`src/rtl/lcd_pkg.sv`:
```
// lcd_pkg: shared definitions for the LCD init sequencer.
//   - ROM entry layout: [10:9] opcode, [8:0] payload
//   - Serialiser word layout: [8] D/C (1 = data, 0 = command), [7:0] byte
//   - Sequencer state encoding
//   - Helpers used to build ROM entries readably
package lcd_pkg;

    localparam int unsigned ENTRY_W = 11;
    localparam int unsigned WORD_W  = 9;
    localparam int unsigned DC_BIT  = 8;
    localparam int unsigned ADDR_W  = 8;

    localparam logic [1:0] OP_SEND  = 2'b00;
    localparam logic [1:0] OP_DELAY = 2'b01;
    localparam logic [1:0] OP_END   = 2'b10;

    typedef enum logic [3:0] {
        StRstLow,
        StRstWait,
        StFetch,
        StDecode,
        StIssue,
        StWaitDone,
        StDelay,
        StReady,
        StRWait
    } state_e;

    function automatic logic [ENTRY_W-1:0] rom_cmd(input logic [7:0] b);
        return {OP_SEND, 1'b0, b};
    endfunction

    function automatic logic [ENTRY_W-1:0] rom_data(input logic [7:0] b);
        return {OP_SEND, 1'b1, b};
    endfunction

    function automatic logic [ENTRY_W-1:0] rom_send(input logic [WORD_W-1:0] w);
        return {OP_SEND, w};
    endfunction

    function automatic logic [ENTRY_W-1:0] rom_delay(input logic [7:0] units);
        return {OP_DELAY, 1'b0, units};
    endfunction

    function automatic logic [ENTRY_W-1:0] rom_end();
        return {OP_END, {WORD_W{1'b0}}};
    endfunction

endpackage

```
`src/rtl/lcd_init_rom.sv`:
```
// lcd_init_rom: registered 256 x 11 init table (one cycle read latency).
//   clk   - clock
//   addr  - entry address, sampled every cycle
//   entry - entry at the address sampled on the previous edge
// Unlisted addresses read as END so a short table always terminates.
module lcd_init_rom
    import lcd_pkg::*;
(
    input  logic               clk,
    input  logic [ADDR_W-1:0]  addr,
    output logic [ENTRY_W-1:0] entry
);

    logic [ENTRY_W-1:0] rom_word;

    always_comb begin
        rom_word = rom_end();
        case (addr)
            8'd0:    rom_word = rom_send(9'h001);
            8'd1:    rom_word = rom_delay(8'd3);
            8'd2:    rom_word = rom_send(9'h111);
            8'd3:    rom_word = rom_delay(8'd0);
            8'd4:    rom_word = rom_send(9'h02C);
            8'd5:    rom_word = rom_end();
            default: rom_word = rom_end();
        endcase
    end

    always_ff @(posedge clk) begin
        entry <= rom_word;
    end

endmodule

```
`src/rtl/lcd_init_seq.sv`:
```
// lcd_init_seq: LCD command sequencer in front of the SPI serialiser.
// Pulses the panel reset, walks the init ROM (SEND / DELAY / END entries),
// then forwards upstream words to the serialiser with a valid/ready handshake.
//   clk, rst     - clock, synchronous active-high reset
//   lcd_rst_o    - panel hardware reset, active low
//   spi_en_o     - one-cycle start pulse to the serialiser
//   spi_data_o   - word to the serialiser ([8] D/C, [7:0] byte), held between issues
//   spi_done_i   - one-cycle completion pulse from the serialiser
//   in_valid_i   - upstream word valid
//   in_data_i    - upstream word
//   in_ready_o   - sequencer can accept an upstream word
//   init_done_o  - init table finished (level)
module lcd_init_seq
    import lcd_pkg::*;
#(
    parameter int unsigned RST_LOW_CYC    = 10000,
    parameter int unsigned RST_WAIT_CYC   = 120000,
    parameter int unsigned DELAY_UNIT_CYC = 50000
) (
    input  logic              clk,
    input  logic              rst,
    output logic              lcd_rst_o,
    output logic              spi_en_o,
    output logic [WORD_W-1:0] spi_data_o,
    input  logic              spi_done_i,
    input  logic              in_valid_i,
    input  logic [WORD_W-1:0] in_data_i,
    output logic              in_ready_o,
    output logic              init_done_o
);

    localparam logic [31:0]       RST_LOW_LAST  = 32'(RST_LOW_CYC - 1);
    localparam logic [31:0]       RST_WAIT_LAST = 32'(RST_WAIT_CYC - 1);
    localparam logic [31:0]       UNIT_LAST     = 32'(DELAY_UNIT_CYC - 1);
    localparam logic [ADDR_W-1:0] ADDR_LAST     = '1;

    state_e             state_q, state_d;
    logic [31:0]        cnt_q, cnt_d;     // reset-phase timer and delay prescaler
    logic [7:0]         unit_q, unit_d;   // remaining delay units
    logic [ADDR_W-1:0]  addr_q, addr_d;
    logic [WORD_W-1:0]  data_q, data_d;
    logic               en_q, en_d;
    logic               lcd_rst_q;
    logic               step_done;        // current ROM entry finished
    logic [ENTRY_W-1:0] rom_entry;
    logic [1:0]         rom_op;

    lcd_init_rom u_rom (
        .clk   (clk),
        .addr  (addr_q),
        .entry (rom_entry)
    );

    assign rom_op = rom_entry[ENTRY_W-1 -: 2];

    always_comb begin
        state_d   = state_q;
        cnt_d     = cnt_q;
        unit_d    = unit_q;
        addr_d    = addr_q;
        data_d    = data_q;
        en_d      = 1'b0;
        step_done = 1'b0;

        unique case (state_q)
            StRstLow: begin
                if (cnt_q == RST_LOW_LAST) begin
                    state_d = StRstWait;
                    cnt_d   = '0;
                end else begin
                    cnt_d = cnt_q + 32'd1;
                end
            end
            StRstWait: begin
                if (cnt_q == RST_WAIT_LAST) begin
                    state_d = StFetch;
                    cnt_d   = '0;
                end else begin
                    cnt_d = cnt_q + 32'd1;
                end
            end
            // ROM samples addr_q on the edge leaving FETCH.
            StFetch: state_d = StDecode;
            StDecode: begin
                case (rom_op)
                    OP_SEND: begin
                        state_d = StIssue;
                        en_d    = 1'b1;
                        data_d  = rom_entry[WORD_W-1:0];
                    end
                    OP_DELAY: begin
                        state_d = StDelay;
                        unit_d  = rom_entry[7:0];
                        cnt_d   = '0;
                    end
                    // OP_END and the reserved opcode both finish the table.
                    default: state_d = StReady;
                endcase
            end
            StIssue: state_d = StWaitDone;
            StWaitDone: begin
                if (spi_done_i) begin
                    step_done = 1'b1;
                end
            end
            StDelay: begin
                // Zero units leaves after this single cycle; otherwise stay
                // exactly units * DELAY_UNIT_CYC cycles.
                if (unit_q == 8'd0) begin
                    step_done = 1'b1;
                end else if (cnt_q == UNIT_LAST) begin
                    cnt_d  = '0;
                    unit_d = unit_q - 8'd1;
                    if (unit_q == 8'd1) begin
                        step_done = 1'b1;
                    end
                end else begin
                    cnt_d = cnt_q + 32'd1;
                end
            end
            StReady: begin
                if (in_valid_i) begin
                    state_d = StRWait;
                    en_d    = 1'b1;
                    data_d  = in_data_i;
                end
            end
            StRWait: begin
                if (spi_done_i) begin
                    state_d = StReady;
                end
            end
            default: state_d = StRstLow;
        endcase

        // The last address is executed but never wraps back to 0.
        if (step_done) begin
            if (addr_q == ADDR_LAST) begin
                state_d = StReady;
            end else begin
                addr_d  = addr_q + 1'b1;
                state_d = StFetch;
            end
        end
    end

    always_ff @(posedge clk) begin
        if (rst) begin
            state_q   <= StRstLow;
            cnt_q     <= '0;
            unit_q    <= '0;
            addr_q    <= '0;
            data_q    <= '0;
            en_q      <= 1'b0;
            lcd_rst_q <= 1'b0;
        end else begin
            state_q   <= state_d;
            cnt_q     <= cnt_d;
            unit_q    <= unit_d;
            addr_q    <= addr_d;
            data_q    <= data_d;
            en_q      <= en_d;
            lcd_rst_q <= (state_d != StRstLow);
        end
    end

    assign lcd_rst_o   = lcd_rst_q;
    assign spi_en_o    = en_q;
    assign spi_data_o  = data_q;
    assign in_ready_o  = (state_q == StReady);
    assign init_done_o = (state_q == StReady) || (state_q == StRWait);

endmodule

```
`config.mk`:
```
export PLATFORM = sky130hd
export DESIGN_NAME = lcd_init_seq
export DESIGN_NICKNAME = d
export VERILOG_FILES = /design/src/rtl/lcd_pkg.sv /design/src/rtl/lcd_init_rom.sv /design/src/rtl/lcd_init_seq.sv
export SDC_FILE = /design/constraint.sdc
export NUM_CORES = 1
export LEC_CHECK = 0
export CAP_MARGIN = 40
export CORE_MARGIN = 10
export CORE_UTILIZATION = 55
export CTS_BUF_LIST = sky130_fd_sc_hd__clkbuf_2
export DETAILED_ROUTE_END_ITERATION = 12
export HOLD_SLACK_MARGIN = 0.06
export PLACE_DENSITY = 0.82
export SLEW_MARGIN = 20
export SYNTH_ARGS = -nofsm -noshare
export SYNTH_HDL_FRONTEND = slang
export SYNTH_SLANG_ARGS = --single-unit
```
`constraint.sdc`:
```
create_clock -name clk -period 2.4 [get_ports clk]
set_clock_uncertainty 0.15 [all_clocks]
set_input_delay 0.48 -clock clk [delete_from_list [all_inputs] [get_ports clk]]
set_output_delay 0.48 -clock clk [all_outputs]
set_load 0.02 [all_outputs]
```
==> results.py, run 1 <==
metrics = {
    "drt": {
        "vias": 3584,
        "drt_pre_antenna_iters": 5,
        "post_drt_wl_per_cell_um": 15.6,
        "drt_iter0_markers": 277,
        "route.antenna.remaining_nets": 0,
        "routed_wirelength_mm": 9.54,
        "post-route-drc-count": 0,
        "post_drt_via_cell_ratio": 5.86,
    },
    "synthesis": {
        "number_of_enable_flip_flop_cells_after_synthesis": 0,
        "synthAdderAreaFrac": 0.0277,
        "synthSimpleGateAreaFrac": 0.326,
        "share_of_flip_flops_with_an_asynchronous_set_or_reset_after_synthesis": 0,
        "proportion_of_synthesized_area_in_mux_cells": 0.0111,
        "ys.flop_type": "dfxtp_1",
        "synth.avg_cell_area_um2": 8.09,
        "yosysSeqAreaShare": 0.382,
        "yosys_warnings": 0,
        "synth_cell_type_count": 57,
        "post_synth_inst_count": 447,
        "syn-cell-area_mm2": 0.00362,
        "synth-xor-area-share": 0.0606,
        "synth-compound-area-share": 0.157,
        "yosys_register_bits": 69,
        "synth_nets": 468,
        "dominant_combinational_cell_family_by_area_after_synthesis": "simple AND/OR/NAND/NOR gates",
    },
    "critical_path": {
        "cpMostUsedCell": "or4_4",
        "timing.critical_path.to": "addr_q[7]",
        "worst_ep_arrival_time_ps": 2840,
        "timing.critical_path.to_type": "flip-flop",
        "path_max_fanout": 7,
        "worst_ep_required_time_ps": 2680,
        "worst_path_dominant_cell_family": "simple AND/OR/NAND/NOR gates",
        "r2r_start": "cnt_q[5]",
        "setup_slack_of_the_most_critical_reg_to_reg_path_ps": -160,
        "worstRegToRegCells": 7,
        "crit_path_start": "cnt_q[5]",
        "crit_type": "flip-flop to flip-flop",
        "timing.rr.end": "addr_q[7]",
        "worstSetupPathDepth": 7,
        "timing.critical_path.slowest_cell_delay_ps": 530,
        "critPathBufInv": 1,
        "critical_path.startpoint_type": "flip-flop",
        "critical_path.cell_chain": "or4_4 > or4_4 > nor4_4 > o21ai_4 > buf_4 > o31ai_1 > a21oi_2",
        "crit_path_top_delay_cell": "or4_4",
    },
    "power": {
        "power.ir.vdd_worst_uv": 401,
        "total_power_mw": 1.80,
        "sequential_fraction_of_design_power": 0.641,
        "cellPowerDensity_mw_per_mm2": 386,
        "power_frac_comb": 0.047,
        "p_int_mw": 1.33,
        "p_leak_nw": 1.69,
        "p_sw_frac": 0.262,
        "pwr-share-clk": 0.311,
        "switchingPower_mw": 0.473,
    },
    "sta": {
        "final_setup_margin_ps": -163,
        "fin_tns_setup_ps": -4250,
        "final_period_minus_worst_setup_slack_ps": 2560,
        "slew_violations": 0,
        "max_freq_mhz": 390,
        "timing.final.setup_violations": 39,
        "hold_violation_count_in_the_final_report": 0,
        "final_min_period_over_clock_period": 1.07,
        "max_slew_margin": 0.638,
        "unrepaired_setup_endpoints_after_global_routing": "true",
        "worstMarginPinSlew_ps": 539,
    },
    "worst_hold_path": {
        "class_of_the_worst_hold_path": "flip-flop to flip-flop",
        "whs_path_depth": 2,
    },
    "global_routing": {
        "grt_max_degree": 31,
        "globalRouteTotalUtil": 0.172,
        "grt_remaining_overflow": 0,
        "antenna_violations_before_repair": 0,
        "grt_pass1_wl_mm": 14.7,
        "grt_pass1_vias": 3178,
    },
    "cts": {
        "postCtsHoldBufs": 0,
        "clk_transition_reported_paths_ps": 180,
        "cts_buffers": 9,
        "cts_tree": "built",
        "cts.root.buffer_cell": "clkbuf_2",
        "clock_latency_ps": 530,
        "clkSinkCount": 69,
        "cts_buffer_depth": 2,
        "cts_max_level": 3,
    },
    "placed_design": {
        "place.port_buffers": 25,
        "place.gp.congestion": 0.886,
        "placed_cell_area_mm2": 0.00429,
        "hpwlAfterDp_mm": 6.29,
        "dp_worst_slack_ps": -165,
    },
    "finish": {
        "final_common_cell": "nor2_1",
        "synthToLayoutAreaGrowth_pct": 29.0,
        "most-common-layout-cells": "nor2_1 (67), dfxtp_1 (61), buf_4 (56)",
        "antennaDiodeCount": 0,
        "layout-drive-gt1-share": 0.222,
        "final_core_util": 0.730,
        "area.sequential_mm2": 0.00139,
        "multi_input_area_mm2": 0.00223,
        "fillerInstances": 457,
        "finalNetCount": 551,
        "stdcell_area_mm2": 0.00466,
    },
    "floorplanning": {
        "count_of_pins_on_the_block_boundary": 26,
        "floorplan.die.height_um": 101,
        "placeableCoreArea_mm2": 0.00639,
        "area_enclosed_by_the_die_boundary_mm2": 0.0102,
        "placement_rows": 29,
        "die_w_um": 101,
        "start_util": 0.566,
    },
    "status": {
        "status": "finished, violations left",
        "failing_checks": "negative setup slack",
    },
    "run": {
        "timing.max_cap.violations": 0,
    },
}
==> flip-flops by register name (all words and copies together), names as in the netlist <==
name and cells:
cnt_q 32, spi_data_o 9, addr_q 8, unit_q 8
u_rom.entry 6, state_q 4, lcd_rst_o 1, spi_en_o 1
==> how the worst min path moves through the flow <==
stage,startpoint,endpoint,slack (ps)
6_report,unit_q[7],unit_q[7],330
5_1_grt,unit_q[5],unit_q[5],370
4_1_cts,unit_q[7],unit_q[7],340
3_5_place_dp,unit_q[7],unit_q[7],310
3_3_place_gp,unit_q[7],unit_q[7],300
2_1_floorplan,unit_q[7],unit_q[7],280
==> Yosys cell counts, types with 3 or more instances <==
library cell  number  area share
a211oi_1          10       0.021
a21oi_1           29       0.040
a22o_1             3      0.0073
a31oi_1            4      0.0069
a32oi_1            4      0.0097
and2_1             5      0.0087
and3_1             7       0.012
buf_2              4      0.0055
clkbuf_1          13       0.013
dfxtp_1           69        0.38
ha_1               8       0.028
inv_1             13       0.013
mux2i_1            4       0.011
nand2_1           35       0.036
nand2b_1          11       0.019
nand3_1           14       0.019
nand3b_1           5       0.010
nand4_1            9       0.016
nor2_1            68       0.071
nor2b_1            6       0.010
nor3_1            18       0.025
nor3b_1            3      0.0062
nor4_1            12       0.021
o21ai_0           11       0.015
or2_2              5      0.0087
or3_1              8       0.014
or4_1              5       0.010
xnor2_1           21       0.051
xor2_1             4      0.0097
==> worst reg2reg max path, delay by kind of cell, from the launching register on <==
kind            cells  cell delay (ps)
simple gates        3             1260
buf+inv             1              160
compound gates      3              540
flops               1              360
==> power groups by stage <==
stage | logic (mW) | registers, mW | clock network, mW
3_5_place_dp | 0.0692 | 1.18 | 0
4_1_cts | 0.0697 | 1.15 | 0.562
3_3_place_gp | 0.0675 | 1.18 | 0
6_report | 0.0852 | 1.16 | 0.561
2_1_floorplan | 0.0276 | 1.18 | 0
5_1_grt | 0.0917 | 1.16 | 0.610
==> kinds of logic (layout without fill, tap and decap cells) <==
| group | after synthesis | in the layout |
|---|---|---|
| AOI/OAI and AO/OA | 86 | 86 |
| xor gates and xnor gates | 25 | 25 |
| adders and majority gates | 8 | 8 |
| buffers and inverters | 31 | 119 |
| DFF | 69 | 69 |
| muxes | 4 | 4 |
| and+or+nand+nor | 224 | 224 |
==> what timing repair did <==
item / in CTS / in global routing
endpoints found under the setup margin: 16 / 53
cloned: 0 / 3
gates resized for setup: 15 / 27
pin swaps: 11 / 8
buffers inserted: 7 / 5
==> metrics by stage <==
step                hold slack, ps  cells
global route                   372    612
floorplan                      283    447
CTS                            335    605
finish                         335    612
detailed placement             314    582
global placement               299    582
==> cell type report <==
| type | count | area share |
|---|---|---|
| Clock buffer | 9 | 0.00966 |
| Clock inverter | 7 | 0.00885 |
| Inverter | 13 | 0.0105 |
| Multi-Input combinational cell | 347 | 0.479 |
| Sequential cell | 69 | 0.299 |
| Tap cell | 77 | 0.0207 |
| Timing Repair Buffer | 90 | 0.173 |
==> routing by layer <==
metal  track usage  vias up  part of all wire
li1              -     1764                 -
met1         0.220     1734              0.44
met2         0.277       71              0.50
met3        0.0336       15             0.037
met4        0.0686        0             0.017
met5             0        -                 0
No activity file was read; power rests on OpenSTA's default activity.
==> inputs of run 2 (changes only) <==
- CORE_UTILIZATION: 55 -> 25
- PLACE_DENSITY: 0.82 -> 0.46
- SETUP_SLACK_MARGIN: not set -> 0.15
==> results.py, run 2 (synthesis results as in run 1) <==
metrics = {
    "status": {
        "status": "finished, violations left",
        "failing_checks": "negative setup slack",
    },
    "cts": {
        "clkSinkCount": 69,
        "cts.root.buffer_cell": "clkbuf_2",
        "cts_buffers": 9,
        "cts_max_level": 3,
        "clock_latency_ps": 570,
        "cts_buffer_depth": 2,
        "clk_transition_reported_paths_ps": 190,
        "cts_tree": "built",
    },
    "sta": {
        "final_min_period_over_clock_period": 1.03,
        "worstMarginPinSlew_ps": 595,
        "max_freq_mhz": 403,
        "final_period_minus_worst_setup_slack_ps": 2480,
        "final_setup_margin_ps": -82.3,
        "max_slew_margin": 0.600,
        "timing.final.setup_violations": 25,
        "slew_violations": 0,
        "unrepaired_setup_endpoints_after_global_routing": "true",
        "hold_violation_count_in_the_final_report": 0,
    },
    "worst_hold_path": {
        "whs_path_depth": 2,
        "class_of_the_worst_hold_path": "flip-flop to flip-flop",
        "hold_start": "unit_q[7]",
    },
    "placed_design": {
        "placed_cell_area_mm2": 0.00461,
        "hpwlAfterDp_mm": 7.25,
        "post-place-cells": 704,
        "place.port_buffers": 25,
        "dp_worst_slack_ps": -95.5,
        "place.gp.congestion": 0.782,
    },
    "finish": {
        "most-common-layout-cells": "buf_4 (71), nor2_1 (66), dfxtp_1 (62)",
        "largest_register": "cnt_q",
        "synthToLayoutAreaGrowth_pct": 41.3,
        "finalNetCount": 572,
        "final_common_cell": "buf_4",
        "post_layout_nonfiller_instances": 737,
        "stdcell_area_mm2": 0.00511,
        "layout-drive-gt1-share": 0.281,
        "largest_reg_flops": 32,
    },
    "drt": {
        "drt_pre_antenna_iters": 4,
        "post_drt_wl_per_cell_um": 13.4,
        "drt_iter0_markers": 176,
        "post-route-drc-count": 0,
        "route.antenna.remaining_nets": 0,
        "routed_wirelength_mm": 9.91,
        "vias": 3471,
        "post_drt_via_cell_ratio": 4.71,
    },
    "critical_path": {
        "worstRegToRegCells": 6,
        "worst_ep_required_time_ps": 2770,
        "path_max_fanout": 2,
        "timing.critical_path.to_type": "flip-flop",
        "worst_ep_arrival_time_ps": 2850,
        "crit_type": "flip-flop to flip-flop",
        "critical_path.startpoint_type": "flip-flop",
        "crit_path_start": "cnt_q[16]",
        "r2r_start": "cnt_q[16]",
    },
    "global_routing": {
        "globalRouteTotalUtil": 0.102,
        "antenna_violations_before_repair": 1,
        "grt_pass1_vias": 3460,
        "grt_remaining_overflow": 0,
        "grt_max_degree": 20,
        "grt_pass1_wl_mm": 16.8,
    },
    "power": {
        "p_sw_frac": 0.268,
        "sequential_fraction_of_design_power": 0.631,
        "power.ir.vdd_worst_uv": 258,
        "p_int_mw": 1.33,
        "p_leak_nw": 2.01,
        "cellPowerDensity_mw_per_mm2": 357,
        "switchingPower_mw": 0.490,
        "power_frac_comb": 0.047,
        "pwr-share-clk": 0.322,
    },
    "floorplanning": {
        "floorplan.die.height_um": 140,
        "count_of_pins_on_the_block_boundary": 26,
        "area_enclosed_by_the_die_boundary_mm2": 0.0197,
        "start_util": 0.258,
        "placement_rows": 43,
        "placeableCoreArea_mm2": 0.0140,
        "die_w_um": 140,
    },
    "run": {
        "timing.max_cap.violations": 0,
    },
}
==> run 2: through the flow <==
stage	util	hold slack (ps)	power (mW)	setup TNS, ps
floorplan	-	284	1.21	0
global placement	0.328	307	1.26	-289
detailed placement	0.328	312	1.26	-639
CTS	0.357	333	1.85	-2720
global route	0.364	354	1.91	-5350
finish	0.364	334	1.82	-585
==> run 2: repair_timing <==
item | in CTS | in global routing
setup buffers | 11 | 3
resized for setup | 60 | 21
cloned | 2 | 0
hold buffers | 0 | 0
pin swaps | 22 | 7
endpoints found under the setup margin | 54 | 69
==> run 2: worst max-delay path, cell delays in order (launching register included) <==
cell     delay [ps]
dfxtp_2         360
or4_4           530
or4_4           470
nor3_4          210
a21oi_2          90
or4b_4          490
o21ai_2         130
==> run 2: power by group through the flow <==
stage | sequential, mW | combinational (mW) | clock, mW
floorplan | 1.18 | 0.0311 | 0
global placement | 1.18 | 0.0794 | 0
detailed placement | 1.18 | 0.0795 | 0
CTS | 1.15 | 0.0867 | 0.610
global route | 1.15 | 0.0936 | 0.661
finish | 1.15 | 0.0857 | 0.588
==> run 2: worst paths after layout <==
kind / to / slack (ps)
hold reg to reg: unit_q[7] / 330
hold / removal: unit_q[7] / 330
setup reg to reg: unit_q[6] / -80
setup / recovery: unit_q[6] / -80
==> run 2: area by class of cell <==
cell class                 count  area [µm²]
antenna                        1        2.50
clock buffer                  11        55.1
timing repair buffer         110        1000
inverter                      13        51.3
sequential                    69        1400
tap                          180         225
fill                        1438        8930
clock inverter                 5        27.5
multi-input combinational    348        2350
==> run 2: layer usage <==
layer / wire length (µm) / track usage / part of all wire
met1: 4670 / 0.126 / 0.47
met2: 4750 / 0.166 / 0.48
met3: 318 / 0.0260 / 0.032
met4: 166 / 0.0408 / 0.017
met5: 0 / 0 / 0
